===== config.mk =====
export PLATFORM = sky130hd
export DESIGN_NAME = ioctl_player_flat
export DESIGN_NICKNAME = d
export VERILOG_FILES = /design/src/rtl/ioctl_pkg.sv /design/src/rtl/ioctl_player_if.sv /design/src/rtl/ioctl_player.sv /design/src/flat_wrapper.sv
export SDC_FILE = /design/constraint.sdc
export NUM_CORES = 1
export LEC_CHECK = 0
export ABC_AREA = 1
export CORE_MARGIN = 3
export CORE_UTILIZATION = 35
export DETAILED_ROUTE_END_ITERATION = 7
export DONT_BUFFER_PORTS = 1
export RECOVER_POWER = 50
export SKIP_CTS_REPAIR_TIMING = 1
export SLEW_MARGIN = 20
export SYNTH_ARGS = -nofsm -noshare
export SYNTH_HDL_FRONTEND = slang
export SYNTH_SLANG_ARGS = --single-unit
export TNS_END_PERCENT = 5

===== constraint.sdc =====
create_clock -name clk_sys -period 2.84 [get_ports clk_sys]
set_input_delay 0.568 -clock clk_sys [delete_from_list [all_inputs] [get_ports clk_sys]]
set_output_delay 0.568 -clock clk_sys [all_outputs]
set_load 0.01 [all_outputs]

===== src/rtl/ioctl_pkg.sv =====
// Shared definitions for the ioctl download bus player.
// Provides the FSM state type, the default address width and the
// well-known image index values used by the core-side decoders.
package ioctl_pkg;

   localparam int unsigned IOCTL_ADDR_W = 25;

   localparam logic [7:0] IOCTL_IDX_ROM   = 8'h00;
   localparam logic [7:0] IOCTL_IDX_NVRAM = 8'hFF;

   typedef enum logic [2:0] {
      ST_IDLE   = 3'd0,
      ST_FETCH  = 3'd1,
      ST_LATCH  = 3'd2,
      ST_WRITE  = 3'd3,
      ST_GAP    = 3'd4,
      ST_FINISH = 3'd5
   } ioctl_state_t;

endpackage


===== src/rtl/ioctl_player_if.sv =====
// ioctl download bus as seen between a producer (data_io or the player)
// and the core's ROM/PROM write decoders.
//   ioctl_download : transfer in progress
//   ioctl_index    : image index, stable for the whole transfer
//   ioctl_wr       : one-cycle write strobe
//   ioctl_addr     : byte address, valid while ioctl_wr
//   ioctl_dout     : byte data, valid while ioctl_wr
interface ioctl_player_if #(
   parameter int unsigned ADDR_W = 25
) ();

   logic              ioctl_download;
   logic [7:0]        ioctl_index;
   logic              ioctl_wr;
   logic [ADDR_W-1:0] ioctl_addr;
   logic [7:0]        ioctl_dout;

   // Producer side
   modport master (
      output ioctl_download,
      output ioctl_index,
      output ioctl_wr,
      output ioctl_addr,
      output ioctl_dout
   );

   // Consumer side
   modport slave (
      input ioctl_download,
      input ioctl_index,
      input ioctl_wr,
      input ioctl_addr,
      input ioctl_dout
   );

endinterface


===== src/rtl/ioctl_player.sv =====
// ioctl_player: replays a byte image from a synchronous source memory onto
// the ioctl download bus with data_io-compatible pacing.
// Ports:
//   clk_sys, reset_n       : clock, synchronous active-low reset
//   start_i                : transfer request (acted on only when idle)
//   index_i, length_i      : image index and byte count, captured on start
//   pause_i                : stall between bytes while high
//   src_rd_o, src_addr_o   : source read strobe and byte address
//   src_data_i             : source data, valid one cycle after src_rd_o
//   bus                    : ioctl download bus (master side)
//   busy_o                 : high whenever the FSM is not idle
//   done_o                 : one-cycle pulse when a transfer completes
module ioctl_player
   import ioctl_pkg::*;
#(
   parameter int unsigned ADDR_W = IOCTL_ADDR_W,
   parameter int unsigned GAP    = 2
) (
   input  logic              clk_sys,
   input  logic              reset_n,
   input  logic              start_i,
   input  logic [7:0]        index_i,
   input  logic [ADDR_W:0]   length_i,
   input  logic              pause_i,
   output logic              src_rd_o,
   output logic [ADDR_W-1:0] src_addr_o,
   input  logic [7:0]        src_data_i,
   output logic              busy_o,
   output logic              done_o,
   ioctl_player_if.master    bus
);

   localparam int unsigned LEN_W = ADDR_W + 1;
   // Gap counter reload: counts down to zero, so GAP cycles need GAP-1.
   localparam logic [3:0] GAP_LOAD = (GAP == 0) ? 4'd0 : 4'(GAP - 1);

   // FSM and datapath state
   ioctl_state_t      state_q, state_d;
   logic [LEN_W-1:0]  len_q, len_d;
   logic [LEN_W-1:0]  byte_q, byte_d;
   logic [3:0]        gap_q, gap_d;
   logic [7:0]        idx_q, idx_d;
   logic [7:0]        dout_q, dout_d;

   // Request capture stage: start/index/length sampled on every edge
   logic              start_q;
   logic [7:0]        index_in_q;
   logic [LEN_W-1:0]  length_in_q;

   // Registered outputs
   logic              src_rd_q, src_rd_d;
   logic [ADDR_W-1:0] src_addr_q, src_addr_d;
   logic              dl_q, dl_d;
   logic              wr_q, wr_d;
   logic [ADDR_W-1:0] addr_q, addr_d;
   logic              busy_q, busy_d;
   logic              done_q, done_d;

   logic              last_c;

   // Current byte is the final one of the image; LEN_W bits so that a
   // full 2^ADDR_W image compares without wrapping.
   assign last_c = ((byte_q + LEN_W'(1)) == len_q);

   // Next-state and next-output logic
   always_comb begin
      state_d = state_q;
      len_d   = len_q;
      byte_d  = byte_q;
      gap_d   = gap_q;
      idx_d   = idx_q;
      dout_d  = dout_q;

      unique case (state_q)
         ST_IDLE: begin
            if (start_q) begin
               len_d   = length_in_q;
               idx_d   = index_in_q;
               byte_d  = '0;
               state_d = (length_in_q == '0) ? ST_FINISH : ST_FETCH;
            end
         end

         ST_FETCH: begin
            state_d = ST_LATCH;
         end

         ST_LATCH: begin
            dout_d  = src_data_i;
            state_d = ST_WRITE;
         end

         ST_WRITE: begin
            gap_d = GAP_LOAD;
            // With no gap the pause decision is taken here; a paused
            // transfer parks in GAP with the counter already at zero.
            if (GAP != 0) begin
               state_d = ST_GAP;
            end else if (last_c) begin
               state_d = ST_FINISH;
            end else if (pause_i) begin
               state_d = ST_GAP;
            end else begin
               state_d = ST_FETCH;
               byte_d  = byte_q + LEN_W'(1);
            end
         end

         ST_GAP: begin
            if (gap_q != 4'd0) begin
               gap_d = gap_q - 4'd1;
            end else if (last_c) begin
               state_d = ST_FINISH;
            end else if (!pause_i) begin
               state_d = ST_FETCH;
               byte_d  = byte_q + LEN_W'(1);
            end
         end

         ST_FINISH: begin
            state_d = ST_IDLE;
         end

         default: begin
            state_d = ST_IDLE;
         end
      endcase

      // Outputs are registered copies of the next-state decode so they
      // line up with the state they describe.
      src_rd_d   = (state_d == ST_FETCH);
      src_addr_d = (state_d == ST_FETCH) ? byte_d[ADDR_W-1:0] : src_addr_q;
      wr_d       = (state_d == ST_WRITE);
      addr_d     = byte_d[ADDR_W-1:0];
      busy_d     = (state_d != ST_IDLE);
      done_d     = (state_q == ST_FINISH);
      // A zero-length request passes through FINISH without raising download.
      dl_d       = (state_d inside {ST_FETCH, ST_LATCH, ST_WRITE, ST_GAP}) ||
                   ((state_d == ST_FINISH) && (len_d != '0));
   end

   // State, datapath and output registers
   always_ff @(posedge clk_sys) begin
      if (!reset_n) begin
         state_q     <= ST_IDLE;
         len_q       <= '0;
         byte_q      <= '0;
         gap_q       <= 4'd0;
         idx_q       <= IOCTL_IDX_ROM;
         dout_q      <= 8'd0;
         start_q     <= 1'b0;
         index_in_q  <= 8'd0;
         length_in_q <= '0;
         src_rd_q    <= 1'b0;
         src_addr_q  <= '0;
         dl_q        <= 1'b0;
         wr_q        <= 1'b0;
         addr_q      <= '0;
         busy_q      <= 1'b0;
         done_q      <= 1'b0;
      end else begin
         state_q     <= state_d;
         len_q       <= len_d;
         byte_q      <= byte_d;
         gap_q       <= gap_d;
         idx_q       <= idx_d;
         dout_q      <= dout_d;
         start_q     <= start_i;
         index_in_q  <= index_i;
         length_in_q <= length_i;
         src_rd_q    <= src_rd_d;
         src_addr_q  <= src_addr_d;
         dl_q        <= dl_d;
         wr_q        <= wr_d;
         addr_q      <= addr_d;
         busy_q      <= busy_d;
         done_q      <= done_d;
      end
   end

   assign src_rd_o           = src_rd_q;
   assign src_addr_o         = src_addr_q;
   assign busy_o             = busy_q;
   assign done_o             = done_q;
   assign bus.ioctl_download = dl_q;
   assign bus.ioctl_index    = idx_q;
   assign bus.ioctl_wr       = wr_q;
   assign bus.ioctl_addr     = addr_q;
   assign bus.ioctl_dout     = dout_q;

endmodule


===== src/flat_wrapper.sv =====
// flat-port wrapper written by rule: the top's interface ports become plain ports
module ioctl_player_flat import ioctl_pkg::*;
#(
   parameter int unsigned ADDR_W = IOCTL_ADDR_W,
   parameter int unsigned GAP    = 2
)
  (clk_sys, reset_n, start_i, index_i, length_i, pause_i, src_rd_o, src_addr_o, src_data_i, busy_o, done_o, bus_ioctl_download, bus_ioctl_index, bus_ioctl_wr, bus_ioctl_addr, bus_ioctl_dout);
  ioctl_player_if #(.ADDR_W(ADDR_W)) bus_i ();
  input  logic clk_sys;
  input  logic reset_n;
  input  logic start_i;
  input  logic [7:0] index_i;
  input  logic [ADDR_W:0] length_i;
  input  logic pause_i;
  output logic src_rd_o;
  output logic [ADDR_W-1:0] src_addr_o;
  input  logic [7:0] src_data_i;
  output logic busy_o;
  output logic done_o;
  output wire logic [$bits(bus_i.ioctl_download)-1:0] bus_ioctl_download;
  output wire logic [$bits(bus_i.ioctl_index)-1:0] bus_ioctl_index;
  output wire logic [$bits(bus_i.ioctl_wr)-1:0] bus_ioctl_wr;
  output wire logic [$bits(bus_i.ioctl_addr)-1:0] bus_ioctl_addr;
  output wire logic [$bits(bus_i.ioctl_dout)-1:0] bus_ioctl_dout;
  assign bus_ioctl_download = bus_i.ioctl_download;
  assign bus_ioctl_index = bus_i.ioctl_index;
  assign bus_ioctl_wr = bus_i.ioctl_wr;
  assign bus_ioctl_addr = bus_i.ioctl_addr;
  assign bus_ioctl_dout = bus_i.ioctl_dout;
  ioctl_player #(.ADDR_W(ADDR_W), .GAP(GAP)) u_core (.clk_sys(clk_sys), .reset_n(reset_n), .start_i(start_i), .index_i(index_i), .length_i(length_i), .pause_i(pause_i), .src_rd_o(src_rd_o), .src_addr_o(src_addr_o), .src_data_i(src_data_i), .busy_o(busy_o), .done_o(done_o), .bus(bus_i));
endmodule

==> impl_metrics.env, run 1 <==
export IMPL_run_status="finished, final reports clean"
export IMPL_dr_total_vias=6489
export IMPL_rows=51
export IMPL_hpwl_um=16100
export IMPL_cts_buffer_depth=2
export IMPL_min_delay_start="length_i[14]"
export IMPL_critPathMaxFanout=22
export IMPL_wl_per_cell_um=14.9
export IMPL_syn_area_mm2=0.00707
export IMPL_diodes=0
export IMPL_synth_area_leaders="dfxtp_1 40%, nand2_1 16%, inv_1 8.4%, nor2_1 8.4%, nand3_1 4.5%"
export IMPL_slew_limit_headroom_pct=48.5
export IMPL_cts_tree="built"
export IMPL_yosys_cell_count_top_type="nand2_1"
export IMPL_dr_max_layer_used="met4"
export IMPL_power_density_mw_per_mm2=602
export IMPL_ant_nets=0
export IMPL_crit_required_ns=3.11
export IMPL_crit_top_cell="buf_4"
export IMPL_arrival_ns=2.99
export IMPL_clock_sinks=140
export IMPL_fin_crit_sh_pct=95.8
export IMPL_hold_class="in -> reg"
export IMPL_synthCells=1081
export IMPL_crit_slowest_cell="dfxtp_4"
export IMPL_antenna_found_initial=0
export IMPL_drv_slew=0
export IMPL_p_leak_nw=4.01
export IMPL_grt_pass1_vias=6128
export IMPL_clk_pin_slew_ns=0.06
export IMPL_final_nets=1162
export IMPL_grt_max_degree=74
export IMPL_drive_above_1_share_pct=14.5
export IMPL_skew_ns=0.00791
export IMPL_period_minus_slack_ns=2.72
export IMPL_core_mm2=0.0197
export IMPL_io_pins=117
export IMPL_die_w_um=148
export IMPL_drtIter0Drc=514
export IMPL_drt_wl_total_um=20800
export IMPL_met3WireLength_um=1630
export IMPL_startpoint="u_core.bus.ioctl_addr[1]$_SDFF_PN0_"
export IMPL_reg2reg_setup_slack_ns=0.12
export IMPL_grt_usage_pct=19.0
export IMPL_ys_flop_type="dfxtp_1"
export IMPL_grt_first_pass_wirelength_um=32500
export IMPL_netlist_top_cells_count="298 x nand2_1, 159 x inv_1, 159 x nor2_1, 140 x dfxtp_1, 64 x nand3_1"
export IMPL_htreeDepth=4
export IMPL_wl_met2_um=9130
export IMPL_vias_per_cell=4.66
export IMPL_start_util_pct=36.0
export IMPL_synth_top_area_share_pct=39.6
export IMPL_worst_path_buf_inv=4
export IMPL_die_h_um=148
export IMPL_end_kind="flop"
export IMPL_cpPeakStageDelay_ns=0.38
export IMPL_numCtsBuffers=17
export IMPL_critPathLaunchType="flop"
export IMPL_synth_seq_area_share_pct=39.6
export IMPL_vdd_drop_max_v=0.000496
export IMPL_drc=0
export IMPL_max_freq_mhz=368
export IMPL_syn_to_final_growth_pct=18.1
export IMPL_critical_path_top_delay_family="simple AND/OR/NAND/NOR gates"
export IMPL_path_class="reg -> reg"
export IMPL_power_mw=5.03
export IMPL_yosys_warnings=0
export IMPL_clk_latency_ns=0.42
export IMPL_grt_remaining_overflow=0
export IMPL_wl_met1_um=9570
export IMPL_root_buffer="clkbuf_16"
export IMPL_finalHoldViolCount=0
export IMPL_port_buffers=0
export IMPL_synth_edf_count=0
export IMPL_dpl_worst_slack_ns=0.0339
export IMPL_dr_pass1_iters=5
export IMPL_finalWorstSetupSlack_ns=0.120
export IMPL_postSynthNetCount=1130
export IMPL_setup_violations=0
export IMPL_routabilityCongestion=0.980
export IMPL_avgSynthCellArea_um2=6.54
export IMPL_fp_dieArea_mm2=0.0220
export IMPL_path_cells="nand2_2, nor2_4, buf_4, buf_4, nand4_1, nand3_1, nand2_1, nor2_1, nand3_1, nor2_2, nand3_4, nand3_4, buf_12, nor2_1, buf_4, nand2_1, a21oi_1"
export IMPL_synth_distinct_cells=35
export IMPL_synth_async_sr_flop_share_pct=0
export IMPL_synth_top_area_cell="dfxtp_1"
export IMPL_synth_seq_cells=140
export IMPL_rsz0062_at_grt="true"
export IMPL_rr_startpoint="u_core.bus.ioctl_addr[1]$_SDFF_PN0_"
export IMPL_max_slew_worst_pin_slew_ns=0.772
export IMPL_cap_violations=0
==> final timing paths <==
check | endpoint | cells past startpoint
setup / recovery | u_core.bus.ioctl_addr[1]$_SDFF_PN0_ | 17
hold / removal | u_core.length_in_q[14]$_SDFF_PN0_ | 2
setup reg to reg | u_core.bus.ioctl_addr[1]$_SDFF_PN0_ | 17
hold reg to reg | u_core.bus.ioctl_index[6]$_SDFFE_PN0P_ | 2
==> worst reg2reg max path, stage by stage, from the launching register on <==
cell	delay (ns)
dfxtp_4	0.38
nand2_2	0.08
nor2_4	0.17
buf_4	0.16
buf_4	0.10
nand4_1	0.17
nand3_1	0.14
nand2_1	0.09
nor2_1	0.12
nand3_1	0.11
nor2_2	0.19
nand3_4	0.14
nand3_4	0.14
buf_12	0.17
nor2_1	0.05
buf_4	0.16
nand2_1	0.11
a21oi_1	0.08
==> placed cells by master, fill, tap and decap left out, types with 8 or more instances in the layout <==
cell type | synthesis | final
a21oi_1 | 25 | 25
buf_4 | 25 | 60
clkbuf_16 | 0 | 17
dfxtp_1 | 140 | 129
dfxtp_2 | 0 | 9
inv_1 | 159 | 158
nand2_1 | 298 | 293
nand2_2 | 6 | 9
nand3_1 | 64 | 64
nand4_1 | 19 | 19
nor2_1 | 159 | 152
nor2_2 | 18 | 22
nor2_4 | 6 | 9
nor3_1 | 34 | 32
o21ai_0 | 50 | 48
xor2_1 | 8 | 8
==> kinds of logic after synthesis <==
logic type | share of synthesized area (%)
flops | 39.6
buf+inv | 13.1
compound gates | 6.47
simple gates | 38.4
xor+xnor | 1.24
fa+ha+maj | 0.531
mux | 0.566
==> stage by stage <==
stage / util, % / hold slack [ns] / std cells / TNS (ns) / area [um^2]
detailed placement: 38.7 / 0.463 / 1354 / 0 / 7610
global placement: 38.7 / 0.456 / 1354 / 0 / 7610
finish: 42.5 / 0.239 / 1391 / 0 / 8360
CTS: 41.9 / 0.224 / 1386 / 0 / 8230
global route: 42.5 / 0.227 / 1391 / -0.284 / 8360
floorplan: - / 0.454 / 1081 / 0 / 7070
==> registers in the layout, summed over array words and instances, names as in the netlist <==
register,cells
u_core.bus.ioctl_wr,1
u_core.gap_q,4
u_core.index_in_q,8
u_core.src_rd_o,1
u_core.bus.ioctl_download,1
u_core.busy_o,1
u_core.byte_q,1
u_core.state_q,3
u_core.start_q,1
u_core.done_o,1
u_core.length_in_q,26
u_core.bus.ioctl_dout,8
u_core.src_addr_o,25
u_core.bus.ioctl_addr,25
u_core.bus.ioctl_index,8
u_core.len_q,26
==> cell type report <==
type	instances	area, um^2
Inverter	160	601
Clock buffer	21	460
Fill cell	2110	11300
Timing Repair Buffer	69	566
Clock inverter	11	158
Tap cell	265	332
Multi-Input combinational cell	725	3420
Sequential cell	140	2820
==> routing by layer <==
| layer | GRT usage [%] | up-vias |
|---|---|---|
| met1 | 24.7 | 2879 |
| met3 | 6.22 | 30 |
| met4 | 6.28 | 0 |
| li1 | - | 3393 |
| met5 | 0 | - |
| met2 | 29.8 | 187 |
==> where the power goes <==
group	internal (mW)	total, mW	switching [mW]
clock	1.44	2.37	0.922
combinational	0.181	0.499	0.318
sequential	2.07	2.16	0.0937
total	3.70	5.03	1.33
Power figures use the tool's default switching activity.
==> run 2, diff against run 1 <==
--- a/config.mk
+++ b/config.mk
@@ -5,7 +5,6 @@
 export SDC_FILE = /design/constraint.sdc
 export NUM_CORES = 1
 export LEC_CHECK = 0
-export ABC_AREA = 1
 export CORE_MARGIN = 3
 export CORE_UTILIZATION = 35
 export DETAILED_ROUTE_END_ITERATION = 7
==> impl_metrics.env, run 2 <==
export IMPL_synth_async_sr_flop_share_pct=0
export IMPL_drtIter0Drc=489
export IMPL_grt_max_degree=65
export IMPL_grt_remaining_overflow=0
export IMPL_yosys_cell_count_top_type="dfxtp_1"
export IMPL_die_h_um=146
export IMPL_root_buffer="clkbuf_16"
export IMPL_final_nets=962
export IMPL_htreeDepth=4
export IMPL_antenna_found_initial=0
export IMPL_cpPeakStageDelay_ns=0.54
export IMPL_cap_violations=0
export IMPL_critPathMaxFanout=6
export IMPL_final_common_cell="buf_4"
export IMPL_avgSynthCellArea_um2=8.48
export IMPL_vdd_drop_max_v=0.000408
export IMPL_slew_limit_headroom_pct=41.3
export IMPL_grt_first_pass_wirelength_um=33700
export IMPL_period_minus_slack_ns=3.29
export IMPL_finalWorstSetupSlack_ns=-0.450
export IMPL_fp_dieArea_mm2=0.0214
export IMPL_die_w_um=146
export IMPL_max_freq_mhz=304
export IMPL_cts_tree="built"
export IMPL_syn_to_final_growth_pct=29.2
export IMPL_vias_per_cell=5.35
export IMPL_arrival_ns=3.63
export IMPL_path_class="reg -> reg"
export IMPL_synth_top_area_share_pct=40.7
export IMPL_diodes=0
export IMPL_syn_area_mm2=0.00688
export IMPL_synth_top_area_cell="dfxtp_1"
export IMPL_path_cells="ha_4, nand4_4, nor4_4, buf_4, nor2_1, or3_1, or4b_4, nor4_4, buf_4, buf_6, o31ai_2, a21bo_1, a311oi_1"
export IMPL_cts_buffer_depth=2
export IMPL_power_density_mw_per_mm2=510
export IMPL_critPathLaunchType="flop"
export IMPL_run_status="complete, but fails checks"
export IMPL_postSynthNetCount=860
export IMPL_setup_violations=57
export IMPL_drc=0
export IMPL_tns_ns=-18.02
export IMPL_hold_class="in -> reg"
export IMPL_fin_cells=1185
export IMPL_grt_pass1_vias=5948
export IMPL_synth_seq_area_share_pct=40.7
export IMPL_hpwl_um=16100
export IMPL_synth_edf_count=0
export IMPL_drv_slew=0
export IMPL_crit_slowest_cell="or4b_4"
export IMPL_end_kind="flop"
export IMPL_crit_required_ns=3.18
export IMPL_top_regs="u_core.len_q (26), u_core.length_in_q (26)"
export IMPL_numCtsBuffers=17
export IMPL_finalHoldViolCount=0
export IMPL_violations="negative setup slack"
export IMPL_rows=50
export IMPL_skew_ns=0.00841
export IMPL_dp_cells=1144
export IMPL_start_util_pct=36.2
export IMPL_routabilityCongestion=0.897
export IMPL_drive_above_1_share_pct=28.4
export IMPL_clk_pin_slew_ns=0.06
export IMPL_synth_area_leaders="dfxtp_1 41%, nand2_1 5.7%, a21oi_1 4.1%, and2_1 3.7%, nor2_1 3.6%"
export IMPL_ys_flop_type="dfxtp_1"
export IMPL_clock_sinks=140
export IMPL_rsz0062_at_grt="true"
export IMPL_synthCells=811
export IMPL_max_slew_worst_pin_slew_ns=0.876
export IMPL_wl_per_cell_um=18.5
export IMPL_ant_nets=0
export IMPL_synth_seq_cells=140
export IMPL_netlist_top_cells_count="140 x dfxtp_1, 104 x nand2_1, 66 x nor2_1, 56 x a21oi_1, 41 x and2_1"
export IMPL_mostFrequentLayoutCells="154 x buf_4, 127 x dfxtp_1, 101 x nand2_1"
export IMPL_port_buffers=0
export IMPL_dr_total_vias=6342
export IMPL_fin_crit_sh_pct=116
export IMPL_yosys_warnings=0
export IMPL_core_mm2=0.0190
export IMPL_critical_path_top_delay_family="simple AND/OR/NAND/NOR gates"
export IMPL_synth_distinct_cells=71
export IMPL_grt_usage_pct=19.8
export IMPL_dr_pass1_iters=5
export IMPL_p_leak_nw=3.39
export IMPL_n_fill_cell=1878
export IMPL_io_pins=117
export IMPL_worst_path_buf_inv=3
export IMPL_drt_wl_total_um=22000
export IMPL_clk_latency_ns=0.43
run 2: cell types whose count changed in the layout (fill, tap and decap cells not counted), moves of 28 or more:
cell / delta
a21oi_1: +28
and2_1: +30
nand3_1: -47
inv_1: -147
nor2_1: -88
o21ai_0: -35
nand2_1: -192
buf_4: +94
run 2: cell type report:
class,count,area [um^2],share of cell area (%)
sequential,140,2830,31.9
clock inverter,13,96.3,1.08
inverter,12,45.0,0.507
tap,260,325,3.66
timing repair buffer,166,1330,14.9
multi-input combinational,576,3830,43.1
clock buffer,18,429,4.83
run 2: metal layers:
layer  up-vias  GRT usage (%)  wire length [um]
met4         0           5.88               420
met1      3019           27.7             10200
li1       3072              -                 -
met5         -              0                 0
met3        30           4.93              1550
met2       221           30.2              9830
run 2: logic make-up (layout without fill, tap and decap cells):
family / Yosys count / after routing / share of synthesized area, %
flops: 140 / 140 / 40.7
simple gates: 325 / 325 / 24.5
mux: 15 / 15 / 2.18
buf+inv: 95 / 209 / 7.04
xor+xnor: 45 / 45 / 6.53
fa+ha+maj: 3 / 3 / 0.546
compound gates: 188 / 188 / 18.4
run 2: metrics by stage:
step / hold slack (ns) / power [mW] / worst slack [ns] / cell area (um^2) / util (%)
after floorplan: 0.417 / 2.40 / -0.204 / 6960 / -
after global placement: 0.422 / 2.53 / -0.513 / 8030 / 42.2
after detailed placement: 0.427 / 2.53 / -0.505 / 8030 / 42.2
after CTS: 0.251 / 4.54 / -0.497 / 8560 / 45.0
after global routing: 0.245 / 4.70 / -0.513 / 8890 / 46.7
final: 0.265 / 4.53 / -0.450 / 8890 / 46.7
run 2: power breakdown:
group	total [mW]	switching, mW	internal [mW]
Sequential	2.11	0.0711	2.03
Clock	2.02	0.901	1.12
Combinational	0.409	0.235	0.174
run 2: worst paths after layout:
check                                           endpoint                           startpoint  cells after the start  slack (ns)
setup / recovery      u_core.src_addr_o[18]$_SDFFE_PN0P_  u_core.bus.ioctl_addr[0]$_SDFF_PN0_                     13       -0.45
hold / removal         u_core.length_in_q[14]$_SDFF_PN0_                              reset_n                      1        0.26
setup reg to reg      u_core.src_addr_o[18]$_SDFFE_PN0P_  u_core.bus.ioctl_addr[0]$_SDFF_PN0_                     13       -0.45
hold reg to reg   u_core.bus.ioctl_index[3]$_SDFFE_PN0P_      u_core.index_in_q[3]$_SDFF_PN0_                      2        0.43
==> run 3, diff against run 2 <==
--- a/config.mk
+++ b/config.mk
@@ -9,6 +9,7 @@
 export CORE_UTILIZATION = 35
 export DETAILED_ROUTE_END_ITERATION = 7
 export DONT_BUFFER_PORTS = 1
+export MAX_ROUTING_LAYER = met4
 export RECOVER_POWER = 50
 export SKIP_CTS_REPAIR_TIMING = 1
 export SLEW_MARGIN = 20
==> impl_metrics.env, run 3 (synthesis gave the netlist of run 2 again) <==
export IMPL_run_status="complete, but fails checks"
export IMPL_violations="negative setup slack"
export IMPL_path_cells="ha_4, nand4_4, nor4_4, buf_4, nor2_2, or3_1, or4b_4, nor4_4, buf_4, o311ai_1, a311oi_1"
export IMPL_grt_first_pass_wirelength_um=33700
export IMPL_cts_buffer_depth=2
export IMPL_finalHoldViolCount=0
export IMPL_drtIter0Drc=433
export IMPL_root_buffer="clkbuf_16"
export IMPL_final_nets=956
export IMPL_mostFrequentLayoutCells="150 x buf_4, 131 x dfxtp_1, 101 x nand2_1"
export IMPL_ant_nets=0
export IMPL_grt_pass1_vias=5924
export IMPL_crit_slowest_cell="or4b_4"
export IMPL_htreeDepth=4
export IMPL_grt_usage_pct=20.6
export IMPL_finalWorstSetupSlack_ns=-0.508
export IMPL_slew_limit_headroom_pct=30.9
export IMPL_syn_to_final_growth_pct=28.3
export IMPL_grt_remaining_overflow=0
export IMPL_whs_ns=0.259
export IMPL_period_minus_slack_ns=3.35
export IMPL_cpPeakStageDelay_ns=0.55
export IMPL_final_common_cell="buf_4"
export IMPL_crit_required_ns=3.17
export IMPL_max_freq_mhz=299
export IMPL_rows=50
export IMPL_cts_tree="built"
export IMPL_arrival_ns=3.68
export IMPL_numCtsBuffers=17
export IMPL_vdd_drop_max_v=0.000445
export IMPL_core_mm2=0.0190
export IMPL_wl_per_cell_um=18.4
export IMPL_dr_pass1_iters=5
export IMPL_critPathMaxFanout=4
export IMPL_start_util_pct=36.2
export IMPL_path_class="reg -> reg"
export IMPL_setup_violations=57
export IMPL_clk_pin_slew_ns=0.06
export IMPL_end_kind="flop"
export IMPL_routabilityCongestion=0.979
export IMPL_io_pins=117
export IMPL_dr_total_vias=6296
export IMPL_drv_slew=0
export IMPL_utilization_pct=46.4
export IMPL_critPathLaunchType="flop"
export IMPL_die_h_um=146
export IMPL_power_mw=4.61
export IMPL_drive_above_1_share_pct=27.2
export IMPL_clk_latency_ns=0.43
export IMPL_skew_ns=0.00954
export IMPL_rsz0062_at_grt="true"
export IMPL_fp_dieArea_mm2=0.0214
export IMPL_power_density_mw_per_mm2=522
export IMPL_hpwl_um=16300
export IMPL_diodes=0
export IMPL_clock_sinks=140
export IMPL_fin_crit_sh_pct=118
export IMPL_hold_class="in -> reg"
export IMPL_cap_violations=0
export IMPL_top_regs="u_core.len_q (26), u_core.length_in_q (26)"
export IMPL_grt_max_degree=65
export IMPL_antenna_found_initial=0
export IMPL_finalInstanceArea_mm2=0.00883
export IMPL_drc=0
export IMPL_p_leak_nw=3.34
export IMPL_vias_per_cell=5.34
export IMPL_placed_area_mm2=0.00801
export IMPL_port_buffers=0
export IMPL_die_w_um=146
export IMPL_drt_wl_total_um=21700
export IMPL_max_slew_worst_pin_slew_ns=1.03
run 3: worst max-delay path, delay by kind of cell (launching register included):
kind | cells | cell delay (ns)
AOI/OAI and AO/OA | 2 | 0.45
DFF | 1 | 0.38
buffers and inverters | 2 | 0.40
adders and majority gates | 1 | 0.17
and+or+nand+nor | 6 | 1.85
run 3: metrics by stage:
stage / cells / setup TNS, ns / worst slack, ns
2_1_floorplan: 811 / -7.22 / -0.204
3_3_place_gp: 1141 / -22.60 / -0.484
3_5_place_dp: 1141 / -20.71 / -0.441
4_1_cts: 1173 / -21.50 / -0.469
5_1_grt: 1180 / -25.17 / -0.648
6_report: 1180 / -19.30 / -0.508
run 3: path summary, 6_finish.rpt:
check	cells after the start	startpoint	endpoint	slack [ns]
setup / recovery	11	u_core.bus.ioctl_addr[0]$_SDFF_PN0_	u_core.src_addr_o[17]$_SDFFE_PN0P_	-0.51
hold / removal	1	reset_n	u_core.length_in_q[23]$_SDFF_PN0_	0.26
setup reg to reg	11	u_core.bus.ioctl_addr[0]$_SDFF_PN0_	u_core.src_addr_o[17]$_SDFFE_PN0P_	-0.51
hold reg to reg	2	u_core.index_in_q[6]$_SDFF_PN0_	u_core.bus.ioctl_index[6]$_SDFFE_PN0P_	0.43
run 3: layout make-up:
type / count / area (um^2)
clock buffer: 20 / 447
clock inverter: 12 / 113
fill: 1907 / 10200
inverter: 12 / 45.0
multi-input combinational: 576 / 3800
sequential: 140 / 2820
tap: 260 / 325
timing repair buffer: 160 / 1280
run 3: power by group:
| group | switching, mW | internal, mW |
|---|---|---|
| logic | 0.232 | 0.165 |
| registers | 0.0704 | 2.04 |
| clock network | 0.873 | 1.23 |
run 3: metal layers:
metal  share of wire, %  vias to the layer above  GRT usage (%)  wire length [um]
li1                   -                     3064              -                 -
met1                 47                     2999           28.2             10100
met2                 45                      207           30.6              9780
met3                6.7                       26           4.72              1460
met4                1.4                        0           5.46               309
met5                  0                        -              -                 0
